==> src/rtl/hood_pkg.sv <==
// Shared types and defaults for the range-hood mode controller and its
// timing sequencer.
package hood_pkg;

    typedef enum logic [2:0] {
        STANDBY,
        MENU,
        LEVEL1,
        LEVEL2,
        LEVEL3,
        CLEAN
    } mode_e;

    typedef enum logic [1:0] {
        IDLE,
        HURR_RUN,
        HURR_RET,
        CLEAN_RUN
    } tmr_state_e;

    localparam int DEF_CLK_HZ      = 100_000_000;
    localparam int DEF_HURRICANE_S = 60;
    localparam int DEF_RETURN_S    = 60;
    localparam int DEF_CLEAN_S     = 180;
    localparam int DEF_CNT_W       = 8;

endpackage

==> src/rtl/hood_timer_scheduler_sec_tick_gen.sv <==
// One-second prescaler: counts 0..CLK_HZ-1 and pulses tick on the last count.
// restart forces the count back to 0 so every run starts with a full second.
module sec_tick_gen #(
    parameter int CLK_HZ = 100_000_000
) (
    input  logic clk,
    input  logic rst_n,
    input  logic restart,
    output logic tick
);

    localparam int PW = (CLK_HZ > 2) ? $clog2(CLK_HZ) : 1;
    localparam logic [PW-1:0] LAST = PW'(CLK_HZ - 1);

    logic [PW-1:0] cnt_q;
    logic [PW-1:0] cnt_d;

    assign tick = (cnt_q == LAST);

    always_comb begin
        cnt_d = cnt_q + PW'(1);
        if (restart || tick) begin
            cnt_d = '0;
        end
    end

    always_ff @(posedge clk or negedge rst_n) begin
        if (!rst_n) begin
            cnt_q <= '0;
        end else begin
            cnt_q <= cnt_d;
        end
    end

endmodule

==> src/rtl/hood_timer_scheduler.sv <==
// Timing sequencer for the hood: hurricane run, delayed standby, self-clean.
// Optional HOOD_HURR_REARM_EN re-arms the hurricane lockout after a clean.
module hood_timer_scheduler
    import hood_pkg::*;
#(
    parameter int CLK_HZ      = DEF_CLK_HZ,
    parameter int HURRICANE_S = DEF_HURRICANE_S,
    parameter int RETURN_S    = DEF_RETURN_S,
    parameter int CLEAN_S     = DEF_CLEAN_S,
    parameter int CNT_W       = DEF_CNT_W
) (
    input  logic             clk,
    input  logic             rst_n,
    input  logic             enable_i,
    input  logic             hurricane_req_i,
    input  logic             menu_i,
    input  logic             clean_req_i,
    output logic             hurricane_grant_o,
    output logic             hurricane_done_o,
    output logic             standby_done_o,
    output logic             clean_done_o,
    output logic             busy_o,
    output logic             hurricane_avail_o,
    output logic [CNT_W-1:0] remain_o
);

    localparam logic [CNT_W-1:0] H_CNT = CNT_W'(HURRICANE_S);
    localparam logic [CNT_W-1:0] R_CNT = CNT_W'(RETURN_S);
    localparam logic [CNT_W-1:0] C_CNT = CNT_W'(CLEAN_S);
    localparam logic [CNT_W-1:0] ONE   = CNT_W'(1);

    tmr_state_e       state_q, state_d;
    logic [CNT_W-1:0] remain_q, remain_d;
    logic             avail_q, avail_d;
    logic             grant_q, grant_d;
    logic             hdone_q, hdone_d;
    logic             sdone_q, sdone_d;
    logic             cdone_q, cdone_d;
    logic             tick;
    logic             restart;
    logic             last_sec;

    // Prescaler held at zero while idle and restarted on every state change.
    assign restart = (state_q == IDLE) || (state_d != state_q);

    sec_tick_gen #(
        .CLK_HZ(CLK_HZ)
    ) u_sec_tick (
        .clk    (clk),
        .rst_n  (rst_n),
        .restart(restart),
        .tick   (tick)
    );

    assign last_sec = tick && (remain_q == ONE);

    always_comb begin
        state_d  = state_q;
        remain_d = remain_q;
        avail_d  = avail_q;
        grant_d  = 1'b0;
        hdone_d  = 1'b0;
        sdone_d  = 1'b0;
        cdone_d  = 1'b0;
        if (!enable_i) begin
            state_d  = IDLE;
            remain_d = '0;
        end else begin
            unique case (state_q)
                IDLE: begin
                    if (clean_req_i) begin
                        state_d  = CLEAN_RUN;
                        remain_d = C_CNT;
                    end else if (hurricane_req_i && avail_q) begin
                        state_d  = HURR_RUN;
                        remain_d = H_CNT;
                        grant_d  = 1'b1;
                        avail_d  = 1'b0;
                    end
                end
                HURR_RUN: begin
                    if (menu_i) begin
                        state_d  = HURR_RET;
                        remain_d = R_CNT;
                    end else if (tick) begin
                        remain_d = remain_q - ONE;
                        if (last_sec) begin
                            state_d = IDLE;
                            hdone_d = 1'b1;
                        end
                    end
                end
                HURR_RET: begin
                    if (tick) begin
                        remain_d = remain_q - ONE;
                        if (last_sec) begin
                            state_d = IDLE;
                            sdone_d = 1'b1;
                        end
                    end
                end
                CLEAN_RUN: begin
                    if (tick) begin
                        remain_d = remain_q - ONE;
                        if (last_sec) begin
                            state_d = IDLE;
                            cdone_d = 1'b1;
`ifdef HOOD_HURR_REARM_EN
                            avail_d = 1'b1;
`endif
                        end
                    end
                end
                default: begin
                    state_d  = IDLE;
                    remain_d = '0;
                end
            endcase
        end
    end

    always_ff @(posedge clk or negedge rst_n) begin
        if (!rst_n) begin
            state_q  <= IDLE;
            remain_q <= '0;
            avail_q  <= 1'b1;
            grant_q  <= 1'b0;
            hdone_q  <= 1'b0;
            sdone_q  <= 1'b0;
            cdone_q  <= 1'b0;
        end else begin
            state_q  <= state_d;
            remain_q <= remain_d;
            avail_q  <= avail_d;
            grant_q  <= grant_d;
            hdone_q  <= hdone_d;
            sdone_q  <= sdone_d;
            cdone_q  <= cdone_d;
        end
    end

    assign hurricane_grant_o = grant_q;
    assign hurricane_done_o  = hdone_q;
    assign standby_done_o    = sdone_q;
    assign clean_done_o      = cdone_q;
    assign busy_o            = (state_q != IDLE);
    assign hurricane_avail_o = avail_q;
    assign remain_o          = remain_q;

endmodule

==> config.mk <==
export PLATFORM = sky130hd
export DESIGN_NAME = hood_timer_scheduler
export DESIGN_NICKNAME = d
export VERILOG_FILES = /design/src/rtl/hood_pkg.sv /design/src/rtl/hood_timer_scheduler_sec_tick_gen.sv /design/src/rtl/hood_timer_scheduler.sv
export SDC_FILE = /design/constraint.sdc
export NUM_CORES = 1
export LEC_CHECK = 0
export ABC_AREA = 1
export ABC_CLOCK_PERIOD_IN_PS = 3400
export BUFFER_PORTS_ARGS = -buffer_cell sky130_fd_sc_hd__buf_2
export CELL_PAD_IN_SITES_DETAIL_PLACEMENT = 1
export CELL_PAD_IN_SITES_GLOBAL_PLACEMENT = 1
export CORE_ASPECT_RATIO = 0.75
export CORE_MARGIN = 4
export CORE_UTILIZATION = 47
export DETAILED_ROUTE_END_ITERATION = 16
export GPL_ROUTABILITY_DRIVEN = 0
export PLACE_DENSITY = 0.84
export SLEW_MARGIN = 20
export SYNTH_ARGS = -nofsm -noshare
export SYNTH_HDL_FRONTEND = slang
export SYNTH_SLANG_ARGS = --single-unit
==> constraint.sdc <==
create_clock -name clk -period 3.4 [get_ports clk]
set_clock_uncertainty 0.1 [all_clocks]
set_input_delay 0.17 -clock clk [delete_from_list [all_inputs] [get_ports clk]]
set_output_delay 0.17 -clock clk [all_outputs]
set_load 0.02 [all_outputs]
==> qor.csv <==
stage;metric;value;unit
layout;share of layout cells above drive strength 1;0.152;
synth;largest cells by area after synthesis;dfrtp_1, nand2_1, nor2_1;
sta;period utilization;0.640;
drt;Max Used Layer;met4;
drt;vias per cell;5.18;
layout;final net count;351;
clock_network;Root Buffer;clkbuf_8;
sta;Final Slew Violations;0;
synth;Mean Syn Cell Area;7.69;sq um
global_route;first-pass GRT wire length;11.0;mm
power;Power Density;387;nW/um^2
clock_network;H-tree depth;2;
drt;antenna-violating nets left;0;
drt;met1 wire length;3.36;mm
critical_path;crit path kind;register to register;
drt;drt pass-1 iters;4;
sta;Max Fclk;460;MHz
placement;I/O Buffers;19;
synth;number of synthesized flops with an enable pin;0;
drt;initial DRC count;108;
power;Worst VDD drop;0.264;mV
synth;cell with the most instances after synthesis;nand2_1;
job;max cap viols;0;
critical_path;R2R setup slack;1220;ps
global_route;vias in the first global route;2178;
min_path;hold_sp;enable_i;
floorplanning;Die Footprint;6410;sq um
min_path;Hold Path End;hurricane_grant_o$_DFF_PN0_;
min_path;Hold Path Depth;3;
drt;DR WL met3;224;um
synth;synth cell count leaders;nand2_1, nor2_1, inv_1, dfrtp_1, xor2_1;
clock_network;Worst-Skew Late Latency;300;ps
clock_network;clock buffer count from CTS;5;
synth;Yosys top cell by area;dfrtp_1;
floorplanning;I/O pin count;20;
sta;Slew headroom;0.637;
synth;Synth cell types;26;
sta;Final Worst Setup Slack;1220;ps
floorplanning;DIE HEIGHT;70.4;um
critical_path;reg2reg start;u_sec_tick.cnt_q[0]$_DFF_PN0_;
critical_path;Critical Path Fanout Max;27;
synth;Syn Std Cell Area;2440;sq um
power;leak pwr;0.00119;uW
clock_network;Reg clk slew, reported paths;80;ps
clock_network;CTS tree;done;
critical_path;r2r endpoint;u_sec_tick.cnt_q[16]$_DFF_PN0_;
sta;worst-margin pin slew;545;ps
drt;DR WL/cell;15.2;um
global_route;grt total ovfl;0;
drt;drc violations;0;
sta;final setup fails;0;
synth;yosys warns;0;
critical_path;Worst setup SP type;register;
floorplanning;die width;91.2;um
drt;DR vias;2087;
synth;register area share after synthesis;0.432;
synth;top cell type's share of synthesized area;0.421;
global_route;initial antenna violation count;0;
sta;unrepaired setup endpoints after global routing;no;
sta;fin crit period;2180;ps
critical_path;Worst Path Arrival;2250;ps
critical_path;nature of the critical path endpoint;register;
placement;Post-Place Setup Slack;1240;ps
sta;Hold Vio Cnt, Final;0;
synth;asr flop ratio synth;1.00;
floorplanning;Cell Rows;22;
synth;Main synth FF type;dfrtp_1;
synth;#FFs+latches synth;42;
clock_network;clock sink count;42;
outcome;outcome;completed;
critical_path;WP data required;3470;ps
layout;Layout area overhead;10.2;%
placement;post-DP HPWL;4.60;mm
sta;TNS Setup;0;ps
global_route;largest net degree at the start of global routing;43;
floorplanning;Core Box Area;4950;sq um
critical_path;worst reg2reg path depth;12;
synth;Syn Inst Count;317;
layout;# diodes;0;
global_route;Tot GR Track Use;0.216;
drt;routed wl met2;2.47;mm
synth;Synth Net Count;326;
floorplanning;Initial Util;0.492;
drt;total wire length;6.12;mm
min_path;class of the tightest hold or removal check;primary input to register;
clock_network;Max clock buf depth;2;
worst max-delay path by stage:
stage                                  startpoint                              to  slack (ps)
floorplan           u_sec_tick.cnt_q[0]$_DFF_PN0_  u_sec_tick.cnt_q[15]$_DFF_PN0_        1590
global placement    u_sec_tick.cnt_q[0]$_DFF_PN0_   u_sec_tick.cnt_q[0]$_DFF_PN0_        1400
detailed placement  u_sec_tick.cnt_q[0]$_DFF_PN0_  u_sec_tick.cnt_q[16]$_DFF_PN0_        1240
CTS                 u_sec_tick.cnt_q[0]$_DFF_PN0_  u_sec_tick.cnt_q[16]$_DFF_PN0_        1200
global route        u_sec_tick.cnt_q[0]$_DFF_PN0_  u_sec_tick.cnt_q[16]$_DFF_PN0_         950
finish              u_sec_tick.cnt_q[0]$_DFF_PN0_  u_sec_tick.cnt_q[16]$_DFF_PN0_        1220
timing repair:
item                                    4_1_cts  5_1_grt
hold buffers                                  1        0
setup buffers                                 0        0
gates resized for setup                       0        0
endpoints found under the hold margin        41        0
endpoints found under the setup margin        0        0
critical path: stages (launching register included):
cell	delay, ps
dfrtp_1	380
ha_1	230
nand2_1	70
nor2_1	180
nand2_2	150
nor2_4	120
nand3_2	110
nand2_1	80
nand2_1	50
nand2_1	110
nand2_2	80
nand2_4	280
nor2_1	90
through the flow:
| step | area, sq um | power, uW | instances | hold slack, ps | util |
|---|---|---|---|---|---|
| floorplan | 2440 | 661 | 317 | -226 | - |
| global placement | 2580 | 703 | 394 | 266 | 0.521 |
| detailed placement | 2580 | 705 | 394 | 280 | 0.521 |
| CTS | 2680 | 1050 | 403 | 55.6 | 0.541 |
| global route | 2690 | 1100 | 403 | 59.5 | 0.542 |
| finish | 2690 | 1040 | 403 | 61.6 | 0.542 |
cells by family after synthesis:
| family | synth area share |
|---|---|
| buffers and inverters | 0.0755 |
| AND/OR/NAND/NOR | 0.340 |
| XOR/XNOR | 0.0970 |
| adder cells (fa/ha/maj) | 0.0154 |
| AO/OA/AOI/OAI | 0.0400 |
| flip-flops | 0.432 |
cell type report:
type                    instances  area (sq um)
fillers                       656          2270
multi-input cells             231          1200
flip-flops and latches         42          1050
inverters                      42           158
repair buffers                 20           108
clock buffers                   7          86.3
well taps                      60          75.1
clock inverters                 1          5.00
where the power goes:
group | switching (uW) | internal [uW]
sequential | 19.6 | 515
clock | 177 | 164
combinational | 117 | 45.3
cells in the final DEF, fill, tap and decap left out, types with 2 or more instances in the layout:
| cell type | Yosys | routed |
|---|---|---|
| nor2_2 | 15 | 15 |
| nor3_1 | 9 | 9 |
| a31oi_1 | 2 | 2 |
| ha_1 | 3 | 3 |
| xor2_1 | 20 | 20 |
| nand3_1 | 17 | 17 |
| nand4_1 | 8 | 8 |
| xnor2_1 | 7 | 7 |
| nand2_2 | 5 | 5 |
| nor2_4 | 2 | 2 |
| buf_2 | 0 | 18 |
| o21ai_0 | 10 | 10 |
| dfrtp_1 | 41 | 41 |
| nor2_1 | 51 | 51 |
| a21oi_1 | 4 | 4 |
| clkbuf_8 | 0 | 6 |
| nand2_1 | 71 | 71 |
| inv_1 | 42 | 42 |
registers in the layout, summed over array words and instances, names as in the netlist:
signal             count
remain_o               8
hurricane_grant_o      1
state_q                2
standby_done_o         1
u_sec_tick.cnt_q      27
hurricane_avail_o      1
hurricane_done_o       1
clean_done_o           1
metal layers:
layer	global-route usage	vias to the layer above
met5	0	-
met4	0.0518	0
met3	0.0388	7
met2	0.298	36
met1	0.345	1010
li1	-	1034
(Power assumes the default switching activity.)
